File: src/rtl/misaligned_load_unit_if.sv
// Request, response and memory-read signals of the misaligned load unit.
// The load unit connects through master; the core/memory side uses slave.
interface misaligned_load_unit_if #(
  parameter int XLEN       = 32,
  parameter int ADDR_WIDTH = 32
);
  logic                  req_valid;
  logic                  req_ready;
  logic [ADDR_WIDTH-1:0] req_addr;
  logic [2:0]            req_op;

  logic                  resp_valid;
  logic                  resp_ready;
  logic [XLEN-1:0]       resp_data;
  logic                  resp_fault;

  logic                  mem_valid;
  logic                  mem_ready;
  logic [ADDR_WIDTH-1:0] mem_addr;
  logic [XLEN-1:0]       mem_rdata;

  modport master (
    input  req_valid, req_addr, req_op, resp_ready, mem_ready, mem_rdata,
    output req_ready, resp_valid, resp_data, resp_fault, mem_valid, mem_addr
  );

  modport slave (
    output req_valid, req_addr, req_op, resp_ready, mem_ready, mem_rdata,
    input  req_ready, resp_valid, resp_data, resp_fault, mem_valid, mem_addr
  );
endinterface

File: src/rtl/misaligned_load_unit.sv
// Sub-word/word/dword loads from an XLEN-wide aligned memory port; accesses that
// straddle a word boundary are split into two reads or rejected with a fault.
module misaligned_load_unit #(
  parameter int XLEN             = 32,
  parameter int ADDR_WIDTH       = 32,
  parameter int ALLOW_MISALIGNED = 1
) (
  input  logic                   clk,
  input  logic                   resetn,
  misaligned_load_unit_if.master bus
);
  localparam int NB   = XLEN / 8;
  localparam int OFFW = $clog2(NB);

  typedef enum logic [1:0] { IDLE, RD0, RD1, RESP } state_e;

  state_e                state_q, state_d;
  logic [ADDR_WIDTH-1:0] addr_q, addr_d;
  logic [2:0]            op_q, op_d;
  logic                  fault_q, fault_d;
  logic [XLEN-1:0]       lo_q, lo_d;
  logic [XLEN-1:0]       hi_q, hi_d;

  logic                  req_fault;
  logic [ADDR_WIDTH-1:0] base_addr;
  logic [XLEN-1:0]       win;
  logic [XLEN-1:0]       ext_b, ext_h, ext_w;
  logic [XLEN-1:0]       result;
  logic                  sgn;

  // True when the bytes [off, off+size) run past the end of one memory word.
  function automatic logic crosses(input logic [OFFW-1:0] off, input logic [1:0] sz_log2);
    return (5'(off) + (5'd1 << sz_log2)) > 5'(NB);
  endfunction

  always_comb begin
    req_fault = 1'b0;
    if (bus.req_op == 3'b111)
      req_fault = 1'b1;
    if (XLEN == 32 && (bus.req_op == 3'b011 || bus.req_op == 3'b110))
      req_fault = 1'b1;
    if (ALLOW_MISALIGNED == 0 && crosses(bus.req_addr[OFFW-1:0], bus.req_op[1:0]))
      req_fault = 1'b1;
  end

  assign base_addr = {addr_q[ADDR_WIDTH-1:OFFW], {OFFW{1'b0}}};

  // hi_q stays zero unless a second read happened, so the shift is safe either way.
  assign win   = XLEN'({hi_q, lo_q} >> {addr_q[OFFW-1:0], 3'b000});
  assign sgn   = ~op_q[2];
  assign ext_b = {{(XLEN-8){sgn & win[7]}}, win[7:0]};
  assign ext_h = {{(XLEN-16){sgn & win[15]}}, win[15:0]};

  generate
    if (XLEN == 64) begin : g_word_ext
      assign ext_w = {{(XLEN-32){sgn & win[31]}}, win[31:0]};
    end else begin : g_word_full
      assign ext_w = win;
    end
  endgenerate

  always_comb begin
    result = win;
    case (op_q[1:0])
      2'b00:   result = ext_b;
      2'b01:   result = ext_h;
      2'b10:   result = ext_w;
      default: result = win;
    endcase
  end

  always_comb begin
    state_d = state_q;
    addr_d  = addr_q;
    op_d    = op_q;
    fault_d = fault_q;
    lo_d    = lo_q;
    hi_d    = hi_q;

    bus.req_ready  = 1'b0;
    bus.resp_valid = 1'b0;
    bus.resp_fault = 1'b0;
    bus.resp_data  = '0;
    bus.mem_valid  = 1'b0;
    bus.mem_addr   = '0;

    case (state_q)
      IDLE: begin
        bus.req_ready = 1'b1;
        if (bus.req_valid) begin
          addr_d  = bus.req_addr;
          op_d    = bus.req_op;
          fault_d = req_fault;
          lo_d    = '0;
          hi_d    = '0;
          state_d = req_fault ? RESP : RD0;
        end
      end
      RD0: begin
        bus.mem_valid = 1'b1;
        bus.mem_addr  = base_addr;
        if (bus.mem_ready) begin
          lo_d    = bus.mem_rdata;
          state_d = crosses(addr_q[OFFW-1:0], op_q[1:0]) ? RD1 : RESP;
        end
      end
      RD1: begin
        bus.mem_valid = 1'b1;
        bus.mem_addr  = base_addr + ADDR_WIDTH'(NB);
        if (bus.mem_ready) begin
          hi_d    = bus.mem_rdata;
          state_d = RESP;
        end
      end
      RESP: begin
        bus.resp_valid = 1'b1;
        bus.resp_fault = fault_q;
        bus.resp_data  = fault_q ? '0 : result;
        if (bus.resp_ready)
          state_d = IDLE;
      end
      default: state_d = IDLE;
    endcase
  end

  always_ff @(posedge clk or negedge resetn) begin
    if (!resetn) begin
      state_q <= IDLE;
      addr_q  <= '0;
      op_q    <= '0;
      fault_q <= 1'b0;
      lo_q    <= '0;
      hi_q    <= '0;
    end else begin
      state_q <= state_d;
      addr_q  <= addr_d;
      op_q    <= op_d;
      fault_q <= fault_d;
      lo_q    <= lo_d;
      hi_q    <= hi_d;
    end
  end
endmodule

File: src/flat_wrapper.sv
// flat-port wrapper written by rule: the top's interface ports become plain ports
module misaligned_load_unit_flat 
#(
  parameter int XLEN             = 32,
  parameter int ADDR_WIDTH       = 32,
  parameter int ALLOW_MISALIGNED = 1
)
  (clk, resetn, bus_req_valid, bus_req_addr, bus_req_op, bus_resp_ready, bus_mem_ready, bus_mem_rdata, bus_req_ready, bus_resp_valid, bus_resp_data, bus_resp_fault, bus_mem_valid, bus_mem_addr);
  misaligned_load_unit_if #(.XLEN(XLEN), .ADDR_WIDTH(ADDR_WIDTH)) bus_i ();
  input  logic clk;
  input  logic resetn;
  input wire logic [$bits(bus_i.req_valid)-1:0] bus_req_valid;
  input wire logic [$bits(bus_i.req_addr)-1:0] bus_req_addr;
  input wire logic [$bits(bus_i.req_op)-1:0] bus_req_op;
  input wire logic [$bits(bus_i.resp_ready)-1:0] bus_resp_ready;
  input wire logic [$bits(bus_i.mem_ready)-1:0] bus_mem_ready;
  input wire logic [$bits(bus_i.mem_rdata)-1:0] bus_mem_rdata;
  output wire logic [$bits(bus_i.req_ready)-1:0] bus_req_ready;
  output wire logic [$bits(bus_i.resp_valid)-1:0] bus_resp_valid;
  output wire logic [$bits(bus_i.resp_data)-1:0] bus_resp_data;
  output wire logic [$bits(bus_i.resp_fault)-1:0] bus_resp_fault;
  output wire logic [$bits(bus_i.mem_valid)-1:0] bus_mem_valid;
  output wire logic [$bits(bus_i.mem_addr)-1:0] bus_mem_addr;
  assign bus_i.req_valid = bus_req_valid;
  assign bus_i.req_addr = bus_req_addr;
  assign bus_i.req_op = bus_req_op;
  assign bus_i.resp_ready = bus_resp_ready;
  assign bus_i.mem_ready = bus_mem_ready;
  assign bus_i.mem_rdata = bus_mem_rdata;
  assign bus_req_ready = bus_i.req_ready;
  assign bus_resp_valid = bus_i.resp_valid;
  assign bus_resp_data = bus_i.resp_data;
  assign bus_resp_fault = bus_i.resp_fault;
  assign bus_mem_valid = bus_i.mem_valid;
  assign bus_mem_addr = bus_i.mem_addr;
  misaligned_load_unit #(.XLEN(XLEN), .ADDR_WIDTH(ADDR_WIDTH), .ALLOW_MISALIGNED(ALLOW_MISALIGNED)) u_core (.clk(clk), .resetn(resetn), .bus(bus_i));
endmodule
File: config.mk
export PLATFORM = sky130hd
export DESIGN_NAME = misaligned_load_unit_flat
export DESIGN_NICKNAME = d
export VERILOG_FILES = /design/src/rtl/misaligned_load_unit_if.sv /design/src/rtl/misaligned_load_unit.sv /design/src/flat_wrapper.sv
export SDC_FILE = /design/constraint.sdc
export NUM_CORES = 1
export LEC_CHECK = 0
export BUFFER_PORTS_ARGS = -buffer_cell sky130_fd_sc_hd__buf_4
export CAP_MARGIN = 10
export CORE_MARGIN = 5
export CORE_UTILIZATION = 59
export DETAILED_ROUTE_END_ITERATION = 12
export PLACE_DENSITY = 0.87
export SLEW_MARGIN = 10
export SYNTH_ARGS = -nofsm -noshare
export SYNTH_HDL_FRONTEND = slang
export SYNTH_SLANG_ARGS = --single-unit
File: constraint.sdc
create_clock -name clk -period 4.9 [get_ports clk]
set_input_delay 0.49 -clock clk [delete_from_list [all_inputs] [get_ports clk]]
set_output_delay 0.49 -clock clk [all_outputs]
set_load 0.005 [all_outputs]
# Word-level counts from Yosys, hierarchy flattened
# Index checks and enable logic that the tools add are counted.
dict set report totals {
  ff_bits 102
  rom_bits 0
  mem_bits_rw 0
  out_inout_bits 68
  latchBits 0
  memories 0
  word_cells 56
}
dict set report classes {
  n_mux 21
  n_bitwise 3
  order_cmp 1
  addsub 2
  n_mul 0
  shift 2
  div_mod_pow 0
  reduce_logical 10
  eq_ne 11
}
# cell n
set ops {}
lappend ops {{$pmux 32 s2} 4}
lappend ops {{$mux 32} 4}
lappend ops {{$shr 64x5->32} 1}
lappend ops {{$add 32x3->32 const B} 1}
lappend ops {{$mux 2} 5}
lappend ops {{$ne 2x2->1 const B} 4}
lappend ops {{$pmux 2 s4} 1}
lappend ops {{$mux 1} 7}
lappend ops {{$eq 3x3->1 const B} 2}
lappend ops {{$reduce_and 3->1} 2}
lappend ops {{$add 2x5->5} 1}
lappend ops {{$gt 5x3->1 const B} 1}
lappend ops {{$shl 1x2->5 const A} 1}
lappend ops {{$eq 2x1->1 const B} 2}
lappend ops {{$eq 2x2->1 const B} 2}
lappend ops {{$logic_not 2->1} 2}
lappend ops {{$reduce_and 4->1} 1}
lappend ops {{$reduce_bool 2->1} 2}
lappend ops {{$eq 3x2->1 const B} 1}
lappend ops {{$and 1x1->1} 2}
lappend ops {{$reduce_and 2->1} 1}
lappend ops {{$reduce_or 2->1} 1}
lappend ops {{$logic_or 1x1->1} 1}
lappend ops {{$not 1->1} 1}

# Logic depth before layout (Yosys ltp)
# Gate-level depths: netlist of run 1.
dict set report depth {
  depth_word 6
  depth_mapped 10
  ltp_nobuf 9
}

# Worst setup path before layout of run 1
# No wires, ideal clock.
dict set report synth_path {
  kind {register to output}
  start {register u_core.state_q[0]}
  end {output bus_resp_data[21]}
  path_stages_with_launch 7
  t_required_ns 4.410
  path_buffers 2
  t_arrival_ns 1.743
  slack_ns 2.667
  cell_sequence {dfrtp_1 > ha_1 > nand2b_1 > or2_1 > buf_1 > clkbuf_1 > o21ai_2}
}
dict set report synth_via {
  elab_chain_len 2
}
# element line
set synth_lines {}
lappend synth_lines {{start: declaration} misaligned_load_unit.sv:17} ;# state_e state_q, state_d;
lappend synth_lines {{start signal: assignment} misaligned_load_unit.sv:135} ;# state_q <= state_d;
lappend synth_lines {{$eq 2x2->1} misaligned_load_unit.sv:87} ;# case (state_q)
lappend synth_lines {{$mux 32} misaligned_load_unit.sv:87}
lappend synth_lines {{end: declaration} flat_wrapper.sv:20} ;# output wire logic [$bits(bus_i.resp_data)-1:0] bus_resp_data;
# Every way passes these cells.

# Final worst setup path of run 1
dict set report layout_path {
  start {register u_core.state_q[0]}
  end {output bus_mem_addr[30]}
}
dict set report layout_via {
  elab_chain_len 2
  word_cells_on_any_way 3
}
# element line
set layout_lines {}
lappend layout_lines {{$eq 2x2->1 / $eq 2x1->1 (equally long branches)} misaligned_load_unit.sv:87}
lappend layout_lines {{$pmux 32 s2 *} misaligned_load_unit.sv:87}
lappend layout_lines {{end: declaration} flat_wrapper.sv:23} ;# output wire logic [$bits(bus_i.mem_addr)-1:0] bus_mem_addr;
# Every way passes the cells marked *; elsewhere a longest branch is shown, timed or not.

==> reports/results.txt, run 1 <==
status = finished, final reports clean
Period minus WS final = 3350 ps
max-slew violation count = 0
Clk Latency, worst-skew pair = 360 ps
Fillers = 715
Initial DRT Pass Iterations = 6
n_diodes = 0
global-route wire length before repair = 25000 um
setup repair after global routing missed its margin = false
CORE AREA = 9640 um^2
post-synthesis compound-gate area fraction = 18.0%
gr usage total = 27.1%
Antenna Nets Post-Route = 0
most common cell after layout, fill and taps aside = buf_4
Total Wirelength = 15300 um
placed cell count = 807
routability cong. = 0.968
mux contribution to synthesized area = 19.9%
Critical Path Sink Type = primary output
Worst Path Max Fanout = 14
Remaining Overflow, GRT = 0
largest family of logic cells by synthesized area = multiplexers
Cell Area, Synth = 5770 um^2
Resized Gates After CTS = 0
H-tree depth = 3
Startpoint Class = flop
Final Hold Viols = 0
hold_ws = 130 ps
CP required = 4410 ps
Core Util, Final = 72.7%
die height = 109 um
Clock Path Buffers = 2
drt wl/cell = 18.6 um
initial antenna violation count = 0
pin count of the biggest net entering global routing = 49
Cells after Synth = 574
fraction of layout cells with a size suffix above 1 = 35.4%
simple logic cell fraction of the synthesized area = 14.7%
Synth Area in XOR/XNOR = 0.152%
post-layout net count = 764
Post-synth EDFFs = 0
die width = 109 um
hold_buf cts = 0
Post-synth top flop = dfrtp_1
post-synthesis sequential area ratio = 40.8%
Post-CTS Setup Bufs = 0
Initial Util = 59.8%
Initial DRC Count = 508
Root Buffer = clkbuf_8
PortBufs = 137
Distinct cells, synth = 53
post-synthesis adder-cell area fraction = 1.52%
Max VDD drop = 0.373 mV
Area Overhead vs Synth = 21.5%
critical path type = reg2out
Final setup violation count = 0
Hold Crit Class = in2async
YS warnings = 0
clk slew on worst S/H paths = 90 ps
via/cell ratio = 6.31
CTS tree = done
DIE AREA = 11800 um^2
commonest non-fill, non-tap cells in the layout = buf_4 (144), dfrtp_1 (93), nand2_1 (84)
final setup TNS = 0 ps
fmax = 0.299 GHz
Residual DRC = 0
post-synthesis async set-or-reset flop share = 100%
Worst Reg-to-Reg Cells = 8
total number of vias = 5196
final cell count without fillers = 823
Power Dens Cells = 633 nW/um^2
io pins = 140
CTS Sinks = 94
MaxCap Viol Count = 0
period utilization = 68.4%
Worst slew margin = 35.8%
row count = 36
CTS Buf Count = 9
#FFs+latches synth = 94
Mapped Avg Cell Area = 10.0 um^2
DP HPWL = 11000 um
Fin Clk Skew = 3.85 ps
Pleak = 0.00315 uW
crit path DAT = 2860 ps
Slew @ Worst Pin = 963 ps
vias in the first global route = 5086
==> cell type report <==
| cell class | instances | area [um^2] | area share [%] |
|---|---|---|---|
| repair buffers | 144 | 1080 | 15.4 |
| clock buffers | 13 | 169 | 2.41 |
| flip-flops and latches | 94 | 2350 | 33.6 |
| clock inverters | 3 | 17.5 | 0.250 |
| well taps | 133 | 166 | 2.38 |
| inverters | 23 | 86.3 | 1.23 |
| multi-input cells | 413 | 3130 | 44.7 |
==> state kept, by name, indices dropped and copies added, names as in the netlist <==
| name | count |
|---|---|
| u_core.lo_q | 32 |
| u_core.state_q | 2 |
| u_core.hi_q | 24 |
| u_core.addr_q | 32 |
| u_core.fault_q | 1 |
| u_core.op_q | 3 |
==> cells in the mapped netlist, types with 4 or more instances <==
library cell / n / area [um^2]
ha_1: 7 / 87.6
nor2b_1: 7 / 43.8
nand3_1: 12 / 60.1
buf_2: 6 / 30.0
a22o_1: 32 / 280
o211ai_1: 4 / 30.0
o21ai_2: 10 / 87.6
buf_4: 4 / 30.0
nor2_1: 22 / 82.6
mux2_2: 39 / 439
a31oi_1: 7 / 43.8
mux4_2: 30 / 676
o21ai_0: 50 / 250
a21oi_1: 29 / 145
clkbuf_1: 32 / 120
dfrtp_1: 94 / 2350
and3_1: 9 / 56.3
o31ai_1: 6 / 45.0
nand2b_1: 6 / 37.5
o311ai_0: 4 / 35.0
nand4_1: 8 / 50.1
nand2_1: 84 / 315
inv_1: 23 / 86.3
==> worst paths after layout <==
check / startpoint / endpoint / slack, ps
min: resetn / u_core.lo_q[6] / 130
min reg2reg: u_core.hi_q[18] / u_core.hi_q[18] / 490
max in group asynchronous: resetn / u_core.addr_q[6] / 3730
max: u_core.state_q[0] / bus_mem_addr[30] / 1550
min in group clk: bus_mem_rdata[29] / u_core.lo_q[29] / 340
max reg2reg: u_core.addr_q[1] / u_core.state_q[0] / 2560
==> per-layer routing <==
layer  vias to the layer above  global-route usage (%)  routed length, um
li1                       2337                       -                  -
met1                      2550                    36.0               6220
met2                       261                    43.2               7370
met3                        48                    4.80               1170
met4                         0                    13.1                544
met5                         -                       0                  0
==> kinds of logic (layout without fill, tap and decap cells) <==
| group | Yosys count | after routing |
|---|---|---|
| compound gates | 157 | 157 |
| fa+ha+maj | 7 | 7 |
| mux | 72 | 72 |
| flops | 94 | 94 |
| simple gates | 174 | 174 |
| xor+xnor | 1 | 1 |
| buf+inv | 68 | 183 |
| other cells | 1 | 2 |
==> power breakdown <==
part | total [uW] | internal (uW) | switching [uW]
Clock | 484 | 225 | 259
Sequential | 1610 | 1120 | 490
Combinational | 2340 | 1190 | 1150
Total | 4430 | 2540 | 1900
==> critical path: stages (launching register included) <==
cell and delay (ps):
dfrtp_1 420, inv_1 90, ha_1 330, inv_1 190
nor2_1 690, nand3_1 290, o31ai_1 320, buf_4 150
==> per-stage QoR <==
stage	instance area (um^2)	total power [uW]	setup slack, ps
5_1_grt	7010	4760	1290
4_1_cts	7010	4420	1500
3_3_place_gp	6820	3810	2010
2_1_floorplan	5770	3120	2670
3_5_place_dp	6820	3930	1910
6_report	7010	4430	1550
(Power assumes the default switching activity.)
==> inputs of run 2 (changes only) <==
- CORE_UTILIZATION: 59 -> 54
- PLACE_DENSITY: 0.87 -> 0.81
- clock period: 4.9 -> 3.1 ns (I/O delays scaled with it)
==> reports/results.txt, run 2 (synthesis results as in run 1) <==
MaxCap Viol Count = 0
sw frac = 42.8%
global-route wire length before repair = 25800 um
via/cell ratio = 6.16
io pins = 140
Crit path max-delay family = buffers and inverters
Root Buffer = clkbuf_8
Initial DRT Pass Iterations = 5
Remaining Overflow, GRT = 0
Pleak = 0.00319 uW
initial antenna violation count = 0
final setup TNS = 0 ps
critical path's slowest cell = dfrtp_1
setup repair after global routing missed its margin = false
max-slew violation count = 0
Fin Clk Skew = 12.9 ps
Clk Latency, worst-skew pair = 370 ps
Area Overhead vs Synth = 23.3%
Comb power frac = 54.2%
vias in the first global route = 5092
Clk network pwr share = 11.8%
drt wl/cell = 18.9 um
most common cell after layout, fill and taps aside = buf_4
Multi-input gate area = 3130 um^2
die width = 113 um
Period minus WS final = 2780 ps
switching pwr = 3070 uW
gr usage total = 25.0%
fraction of layout cells with a size suffix above 1 = 36.0%
Post-CTS Setup Bufs = 0
Total Wirelength = 15800 um
Design Area, Final = 7110 um^2
row count = 37
Final setup violation count = 0
H-tree depth = 3
fmax = 0.359 GHz
total number of vias = 5138
routability cong. = 0.878
commonest non-fill, non-tap cells in the layout = buf_4 (149), dfrtp_1 (93), nand2_1 (84)
clk slew on worst S/H paths = 100 ps
CTS tree = done
Reg power frac = 34.0%
worst path buffer plus inverter count = 4
Worst slew margin = 49.4%
top flop regs = u_core.addr_q (32), u_core.lo_q (32), u_core.hi_q (24)
critical path type = reg2out
CP Cell Sequence = inv_1 -> ha_1 -> inv_1 -> nor2_1 -> buf_4 -> o311ai_0 -> o31ai_1 -> buf_4
DP HPWL = 11500 um
CTS Buf Count = 9
Residual DRC = 0
CORE AREA = 10400 um^2
Startpoint Class = flop
Internal = 4100 uW
Slew @ Worst Pin = 760 ps
Hold Crit Class = in2reg
Initial DRC Count = 435
Fillers = 794
Post-DP Area = 6900 um^2
register area = 2350 um^2
DIE AREA = 12800 um^2
period utilization = 89.8%
post-layout net count = 772
Antenna Nets Post-Route = 0
Crit path largest cell delay = 430 ps
crit path DAT = 2470 ps
Power Dens Cells = 1010 nW/um^2
PortBufs = 137
die height = 113 um
Initial Util = 55.6%
Worst Path Max Fanout = 14
Clock Path Buffers = 2
status = finished, final reports clean
Critical Path Sink Type = primary output
n_diodes = 0
pin count of the biggest net entering global routing = 58
CP required = 2790 ps
Max VDD drop = 0.515 mV
Final Hold Viols = 0
CTS Sinks = 94
run 2: cell count changes in the layout (fill, tap and decap cells not counted), sizes merged:
cell,previous run,this run
clkinv,2,1
buf,144,151
dlygate4sd3,0,1
inv,23,24
clkbuf,13,10
clkinvlp,1,3
bufinv,0,1
run 2: repair_timing:
item	CTS	global route
hold buffers	1	0
hold endpoints to repair	37	0
gates resized for setup	0	0
run 2: cell type report:
class	instances	share of cell area (%)
tap	136	2.39
inverter	23	1.21
timing repair buffer	152	16.4
clock buffer	10	1.80
sequential	94	33.1
clock inverter	6	0.986
multi-input combinational	413	44.1
run 2: power by group through the flow:
stage	sequential (uW)	combinational [uW]	clock, uW
2_1_floorplan	2180	2760	0
5_1_grt	2520	4290	910
3_3_place_gp	2370	3780	0
4_1_cts	2410	3900	860
6_report	2440	3880	844
3_5_place_dp	2430	3880	0
run 2: worst register-to-register path, stage by stage, from the launching register on:
cell	delay, ps
dfrtp_1	430
inv_1	90
ha_1	210
buf_4	240
o211ai_1	440
buf_4	440
o21ai_0	210
run 2: worst paths after layout:
check	startpoint	endpoint	slack, ps	depth (start not counted)
setup / recovery	u_core.state_q[0]	bus_mem_addr[22]	320	8
hold / removal	bus_mem_rdata[25]	u_core.lo_q[25]	150	2
setup reg to reg	u_core.state_q[0]	u_core.hi_q[11]	870	6
hold reg to reg	u_core.hi_q[16]	u_core.hi_q[16]	490	2
max in group asynchronous	resetn	u_core.addr_q[19]	1970	3
min in group asynchronous	resetn	u_core.lo_q[5]	420	2
run 2: through the flow:
stage                     power (uW)  instances  utilization (%)  setup slack [ps]  hold slack [ps]
after detailed placement        6310        817             66.5               720              314
after floorplan                 4940        575                -              1050             14.4
after global placement          6160        817             66.5               812              307
final                           7170        834             68.5               318              151
after global routing            7720        834             68.5               102              138
after CTS                       7170        834             68.5               292              133
run 2: layer usage:
layer	track usage, %	vias up	wire length, um
met5	0	-	0
met4	11.2	0	503
met3	4.39	36	1200
met2	40.4	247	7660
met1	33.1	2506	6400
li1	-	2349	-
